==> src/rtl/apb_master.sv <==
// APB master: accepts one command at a time, runs a single APB transfer with a
// bounded wait, and holds the response until the consumer accepts it.
module apb_master #(
   parameter int unsigned ADDR_W      = 33,
   parameter int unsigned DATA_W      = 33,
   parameter int unsigned TIMEOUT_CYC = 16
) (
   input  logic              pclk,
   input  logic              prst,
   input  logic              cmd_valid,
   output logic              cmd_ready,
   input  logic              cmd_write,
   input  logic [ADDR_W-1:0] cmd_addr,
   input  logic [DATA_W-1:0] cmd_wdata,
   output logic              rsp_valid,
   input  logic              rsp_ready,
   output logic [DATA_W-1:0] rsp_rdata,
   output logic              rsp_err,
   output logic              rsp_timeout,
   output logic              psel,
   output logic              penable,
   output logic              pwrite,
   output logic [ADDR_W-1:0] paddr,
   output logic [DATA_W-1:0] pwdata,
   input  logic [DATA_W-1:0] prdata,
   input  logic              pready,
   input  logic              pslverr
);

   typedef enum logic [1:0] {StIdle, StSetup, StAccess, StResp} state_e;

   // Abort decision is taken on the wait cycle that would bring the count to TIMEOUT_CYC.
   localparam logic [7:0] WaitLast = 8'(TIMEOUT_CYC - 1);

   state_e            state_q, state_d;
   logic [7:0]        wait_q, wait_d;
   logic              pwrite_q, pwrite_d;
   logic [ADDR_W-1:0] paddr_q, paddr_d;
   logic [DATA_W-1:0] pwdata_q, pwdata_d;
   logic [DATA_W-1:0] rdata_q, rdata_d;
   logic              err_q, err_d;
   logic              tout_q, tout_d;

   always_comb begin
      state_d  = state_q;
      wait_d   = wait_q;
      pwrite_d = pwrite_q;
      paddr_d  = paddr_q;
      pwdata_d = pwdata_q;
      rdata_d  = rdata_q;
      err_d    = err_q;
      tout_d   = tout_q;
      unique case (state_q)
         StIdle: begin
            if (cmd_valid) begin
               pwrite_d = cmd_write;
               paddr_d  = cmd_addr;
               pwdata_d = cmd_wdata;
               wait_d   = '0;
               state_d  = StSetup;
            end
         end
         StSetup: begin
            state_d = StAccess;
         end
         StAccess: begin
            if (pready) begin
               rdata_d = pwrite_q ? '0 : prdata;
               err_d   = pslverr;
               tout_d  = 1'b0;
               state_d = StResp;
            end else if (wait_q == WaitLast) begin
               rdata_d = '0;
               err_d   = 1'b1;
               tout_d  = 1'b1;
               state_d = StResp;
            end else begin
               wait_d = wait_q + 8'd1;
            end
         end
         StResp: begin
            if (rsp_ready) begin
               state_d = StIdle;
            end
         end
         default: state_d = StIdle;
      endcase
   end

   always_ff @(posedge pclk) begin
      if (prst) begin
         state_q  <= StIdle;
         wait_q   <= '0;
         pwrite_q <= 1'b0;
         paddr_q  <= '0;
         pwdata_q <= '0;
         rdata_q  <= '0;
         err_q    <= 1'b0;
         tout_q   <= 1'b0;
      end else begin
         state_q  <= state_d;
         wait_q   <= wait_d;
         pwrite_q <= pwrite_d;
         paddr_q  <= paddr_d;
         pwdata_q <= pwdata_d;
         rdata_q  <= rdata_d;
         err_q    <= err_d;
         tout_q   <= tout_d;
      end
   end

   // Held off while reset is asserted so no command is offered into a reset edge.
   assign cmd_ready   = (state_q == StIdle) && !prst;
   assign psel        = (state_q == StSetup) || (state_q == StAccess);
   assign penable     = (state_q == StAccess);
   assign rsp_valid   = (state_q == StResp);
   assign pwrite      = pwrite_q;
   assign paddr       = paddr_q;
   assign pwdata      = pwdata_q;
   assign rsp_rdata   = rdata_q;
   assign rsp_err     = err_q;
   assign rsp_timeout = tout_q;

endmodule
==> config.mk <==
export PLATFORM = sky130hd
export DESIGN_NAME = apb_master
export DESIGN_NICKNAME = d
export VERILOG_FILES = /design/src/rtl/apb_master.sv
export SDC_FILE = /design/constraint.sdc
export NUM_CORES = 1
export LEC_CHECK = 0
export CORE_MARGIN = 3
export CORE_UTILIZATION = 43
export DETAILED_ROUTE_END_ITERATION = 10
export GPL_TIMING_DRIVEN = 0
export PLACE_DENSITY_LB_ADDON = 0.15
export SKIP_CTS_REPAIR_TIMING = 1
export SLEW_MARGIN = 20
export SYNTH_ARGS = -nofsm -noshare
export SYNTH_HDL_FRONTEND = slang
export SYNTH_SLANG_ARGS = --single-unit
export TNS_END_PERCENT = 5
==> constraint.sdc <==
create_clock -name pclk -period 4.15 [get_ports pclk]
set_clock_uncertainty 0.15 [all_clocks]
set_input_delay 0.415 -clock pclk [delete_from_list [all_inputs] [get_ports pclk]]
set_output_delay 0.415 -clock pclk [all_outputs]
set_load 0.02 [all_outputs]
==> flow_results.xml <==
<?xml version="1.0" encoding="UTF-8"?>
<metrics>
  <group name="min_path">
    <metric name="hold_class" unit="">reg2reg</metric>
  </group>
  <group name="cts">
    <metric name="clock_sinks" unit="">112</metric>
    <metric name="numCtsBuffers" unit="">9</metric>
    <metric name="cts_max_level" unit="">3</metric>
    <metric name="clkLatencyLatePin" unit="ns">0.36</metric>
    <metric name="max-clock-path-buffers" unit="">2</metric>
    <metric name="clock-root-buffer" unit="">sky130_fd_sc_hd__clkbuf_8</metric>
    <metric name="tritoncts_clock_tree" unit="">yes</metric>
    <metric name="clkSlewWorstSetupHoldPaths" unit="ns">0.09</metric>
  </group>
  <group name="grt">
    <metric name="grt_pass1_wl" unit="um">20570</metric>
    <metric name="pin_count_of_the_biggest_net_entering_global_routing" unit="">18</metric>
    <metric name="overflow" unit="">0</metric>
    <metric name="first_global_vias" unit="">4163</metric>
    <metric name="grt_use_total" unit="%">22.86</metric>
    <metric name="grt_antenna_before_repair" unit="">0</metric>
  </group>
  <group name="synthesis">
    <metric name="ys_ff_latch" unit="">112</metric>
    <metric name="synth_xor_area_share" unit="%">0</metric>
    <metric name="synth_simple_gate_area_share" unit="%">21.07</metric>
    <metric name="synth_cells" unit="">493</metric>
    <metric name="synth_sequential_area_ratio" unit="%">54.25</metric>
    <metric name="main_combinational_cell_family_by_area_after_synthesis" unit="">simple AND/OR/NAND/NOR gates</metric>
    <metric name="synthesis.yosys.warnings" unit="">0</metric>
    <metric name="netlist_top_cells_area" unit="">sky130_fd_sc_hd__dfxtp_1 (54%), sky130_fd_sc_hd__nand2_1 (14%), sky130_fd_sc_hd__a21oi_1 (8.8%)</metric>
    <metric name="synth.net_count" unit="">604</metric>
    <metric name="synth.largest_area_cell" unit="">sky130_fd_sc_hd__dfxtp_1</metric>
    <metric name="synth_fa_ha_area_share" unit="%">1.514</metric>
    <metric name="postSynth.topFlopCell" unit="">sky130_fd_sc_hd__dfxtp_1</metric>
    <metric name="syn_avg_cell_area" unit="sq um">8.383</metric>
    <metric name="synth_cell_type_count" unit="">40</metric>
    <metric name="synth_enable_flop_cells" unit="">0</metric>
    <metric name="synthesis.area" unit="sq um">4133</metric>
    <metric name="complex_gate_fraction_of_the_synthesized_area" unit="%">18.50</metric>
    <metric name="synth_top_area_share" unit="%">54.25</metric>
    <metric name="synth_mux_area_share" unit="%">0.7266</metric>
    <metric name="synthArstFlopShare" unit="%">0</metric>
  </group>
  <group name="sta">
    <metric name="timing.slew.headroom" unit="%">51.28</metric>
    <metric name="timing.final.max_slew_violations" unit="">0</metric>
    <metric name="finalHoldViolCount" unit="">0</metric>
    <metric name="period_needed" unit="ns">2.594</metric>
    <metric name="min_period_over_period" unit="%">62.49</metric>
    <metric name="maxClockFrequency" unit="MHz">385.6</metric>
    <metric name="tightest_slew" unit="ns">0.7291</metric>
    <metric name="setup_repair_after_global_routing_missed_its_margin" unit="">no</metric>
    <metric name="setup_viol_count_final" unit="">0</metric>
    <metric name="setup_tns" unit="ns">0</metric>
  </group>
  <group name="setup_path">
    <metric name="cp-start-kind" unit="">input port</metric>
    <metric name="most_prevalent_standard_cell_on_the_critical_path" unit="">sky130_fd_sc_hd__clkbuf_1</metric>
    <metric name="crit_path_max_fanout" unit="">10</metric>
    <metric name="crit_path_top_delay_cell" unit="">sky130_fd_sc_hd__clkdlybuf4s50_1</metric>
    <metric name="timing.critical_path.max_delay_family" unit="">buffers and inverters</metric>
    <metric name="crit_chain" unit="">clkbuf_1, clkbuf_1, nor2b_1, clkdlybuf4s50_1</metric>
    <metric name="worst_path_bufs_invs" unit="">3</metric>
    <metric name="worst_ep_required_time" unit="ns">3.59</metric>
    <metric name="cp_data_arrival_time" unit="ns">2.03</metric>
    <metric name="critPathKind" unit="">in2out</metric>
    <metric name="crit_path_max_incr_delay" unit="ns">0.58</metric>
    <metric name="critPathCaptureType" unit="">primary output</metric>
  </group>
  <group name="place">
    <metric name="numPlacedInstances" unit="">832</metric>
    <metric name="numPortBuffers" unit="">210</metric>
    <metric name="hpwlAfterDp" unit="um">9598</metric>
    <metric name="place_area" unit="sq um">6396</metric>
    <metric name="gp_routability_congestion" unit="">0.8946</metric>
  </group>
  <group name="power_and_ir_drop">
    <metric name="power.density" unit="nW/um^2">462.5</metric>
    <metric name="share_clk_of_total_power" unit="%">23.1</metric>
    <metric name="vdd.ir_drop.worst" unit="mV">0.2581</metric>
    <metric name="relative_contribution_of_sequential_cells_to_total_power" unit="%">41.9</metric>
    <metric name="post-layout-total-power" unit="mW">3.059</metric>
    <metric name="p_comb_share" unit="%">35.0</metric>
    <metric name="static-leakage-power" unit="nW">2.377</metric>
    <metric name="net-switching-power" unit="mW">1.027</metric>
    <metric name="cell_internal_pwr" unit="mW">2.033</metric>
    <metric name="sw_frac_of_total" unit="%">33.56</metric>
  </group>
  <group name="layout">
    <metric name="final_standard_cell_count_with_taps_included_and_fillers_excluded" unit="">847</metric>
    <metric name="final_layout_size_suffix_gt1_share" unit="%">3.760</metric>
    <metric name="layout.nets" unit="">825</metric>
    <metric name="finish.instance_area" unit="sq um">6615</metric>
    <metric name="n_antenna_cell" unit="">0</metric>
    <metric name="area_delta_synth_final" unit="%">60.07</metric>
    <metric name="nFillCells" unit="">754</metric>
  </group>
  <group name="floorplanning">
    <metric name="design.die.area" unit="sq um">10820</metric>
    <metric name="design.core.area" unit="sq um">9284</metric>
    <metric name="ioPinCount" unit="">212</metric>
    <metric name="fp-row-count" unit="">35</metric>
    <metric name="die_h" unit="um">104.0</metric>
    <metric name="die_w" unit="um">104.0</metric>
    <metric name="floorplan.initialDensity" unit="%">44.51</metric>
  </group>
  <group name="drt">
    <metric name="route.layer.met1.wl" unit="um">5230</metric>
    <metric name="route.antenna.remaining_nets" unit="">0</metric>
    <metric name="drt-total-wl" unit="um">12560</metric>
    <metric name="topRoutingLayerUsed" unit="">met4</metric>
    <metric name="dr.pass1.iters" unit="">4</metric>
    <metric name="route.vias.total" unit="">4195</metric>
    <metric name="met3RoutedLength" unit="um">1216</metric>
    <metric name="wire_length_per_cell_after_detailed_routing" unit="um">14.83</metric>
    <metric name="detail_route.drc_violations" unit="">0</metric>
    <metric name="number_of_drc_markers_in_iteration_0" unit="">240</metric>
    <metric name="dr_wl_met2" unit="um">5870</metric>
    <metric name="viasPerCell" unit="">4.953</metric>
  </group>
  <group name="run">
    <metric name="maxCapViolations" unit="">0</metric>
  </group>
  <group name="status">
    <metric name="status" unit="">complete, no violations</metric>
  </group>
</metrics>
[routing by layer]
layer  vias up  track usage (%)
met3        18            8.318
met2       175            38.30
met4         0            7.597
li1       2103                -
met1      1899            27.20
met5         -                0
[sequential cells by signal (all words and copies together), names as in the netlist]
signal	count
state_q	2
paddr	33
rsp_timeout	1
rsp_err	1
pwrite	1
wait_q	8
rsp_rdata	33
pwdata	33
[cell usage in the layout (no fill, tap or decap), types with 7 or more instances in the layout]
cell	instances
sky130_fd_sc_hd__o21ai_0	22
sky130_fd_sc_hd__clkbuf_8	10
sky130_fd_sc_hd__clkbuf_1	23
sky130_fd_sc_hd__nor2_1	7
sky130_fd_sc_hd__nand3_1	19
sky130_fd_sc_hd__dfxtp_1	112
sky130_fd_sc_hd__clkdlybuf4s50_1	210
sky130_fd_sc_hd__a22o_1	18
sky130_fd_sc_hd__nand2_1	159
sky130_fd_sc_hd__a21oi_1	73
[synthesized netlist by cell type, drive strengths merged (2+ instances only)]
cell and number:
inv 5, mux2i 3, o21ai 22, o31ai 2
nand3 19, ha 5, dfxtp 112, a311oi 2
a22o 18, nor2b 3, a31oi 3, a21oi 73
and2 2, nor3 5, nand2b 2, nand2 159
a211oi 3, clkbuf 24, buf 10, nor2 8
[path summary, 6_finish.rpt]
kind	startpoint	endpoint	slack, ns	cells past startpoint
hold reg to reg	paddr[27]	paddr[27]	0.31	2
hold / removal	paddr[27]	paddr[27]	0.31	2
setup / recovery	prst	cmd_ready	1.56	4
setup reg to reg	state_q[1]	paddr[3]	1.90	7
[kinds of logic after synthesis]
logic type / Yosys count
flip-flops: 112
buffers and inverters: 39
adder cells (fa/ha/maj): 5
AO/OA/AOI/OAI: 128
AND/OR/NAND/NOR: 206
multiplexers: 3
[area by class of cell]
class / count / area (sq um) / area share, %
timing repair buffer: 210 / 2102 / 31.78
buffer: 34 / 143.9 / 2.175
clock buffer: 10 / 137.6 / 2.081
inverter: 5 / 18.77 / 0.2837
clock inverter: 5 / 81.33 / 1.229
sequential: 112 / 2242 / 33.89
tap: 129 / 161.4 / 2.440
multi-input combinational: 342 / 1728 / 26.12
[power groups by stage]
stage | Clock (mW) | Combinational (mW) | Sequential (mW)
finish | 0.707 | 1.07 | 1.28
global route | 0.757 | 1.16 | 1.30
CTS | 0.720 | 1.08 | 1.28
detailed placement | 0 | 1.07 | 1.31
global placement | 0 | 1.05 | 1.30
floorplan | 0 | 0.414 | 1.45
[per-stage QoR]
step	hold WS, ns	util, %	setup slack [ns]
floorplan	0.3210	-	2.216
global placement	0.2907	68.89	1.524
detailed placement	0.2959	68.89	1.501
CTS	0.3093	71.25	1.528
global route	0.3259	71.25	1.466
finish	0.3078	71.25	1.556
[worst register-to-register path, cell delays in order, from the launching register on]
cell                       delay, ns
sky130_fd_sc_hd__dfxtp_1        0.40
sky130_fd_sc_hd__inv_1          0.08
sky130_fd_sc_hd__ha_1           0.27
sky130_fd_sc_hd__nand2_1        0.22
sky130_fd_sc_hd__clkbuf_1       0.38
sky130_fd_sc_hd__clkbuf_1       0.42
sky130_fd_sc_hd__nand2_1        0.11
sky130_fd_sc_hd__a21oi_1        0.15
Note: power is estimated with default switching activity, not from simulation.
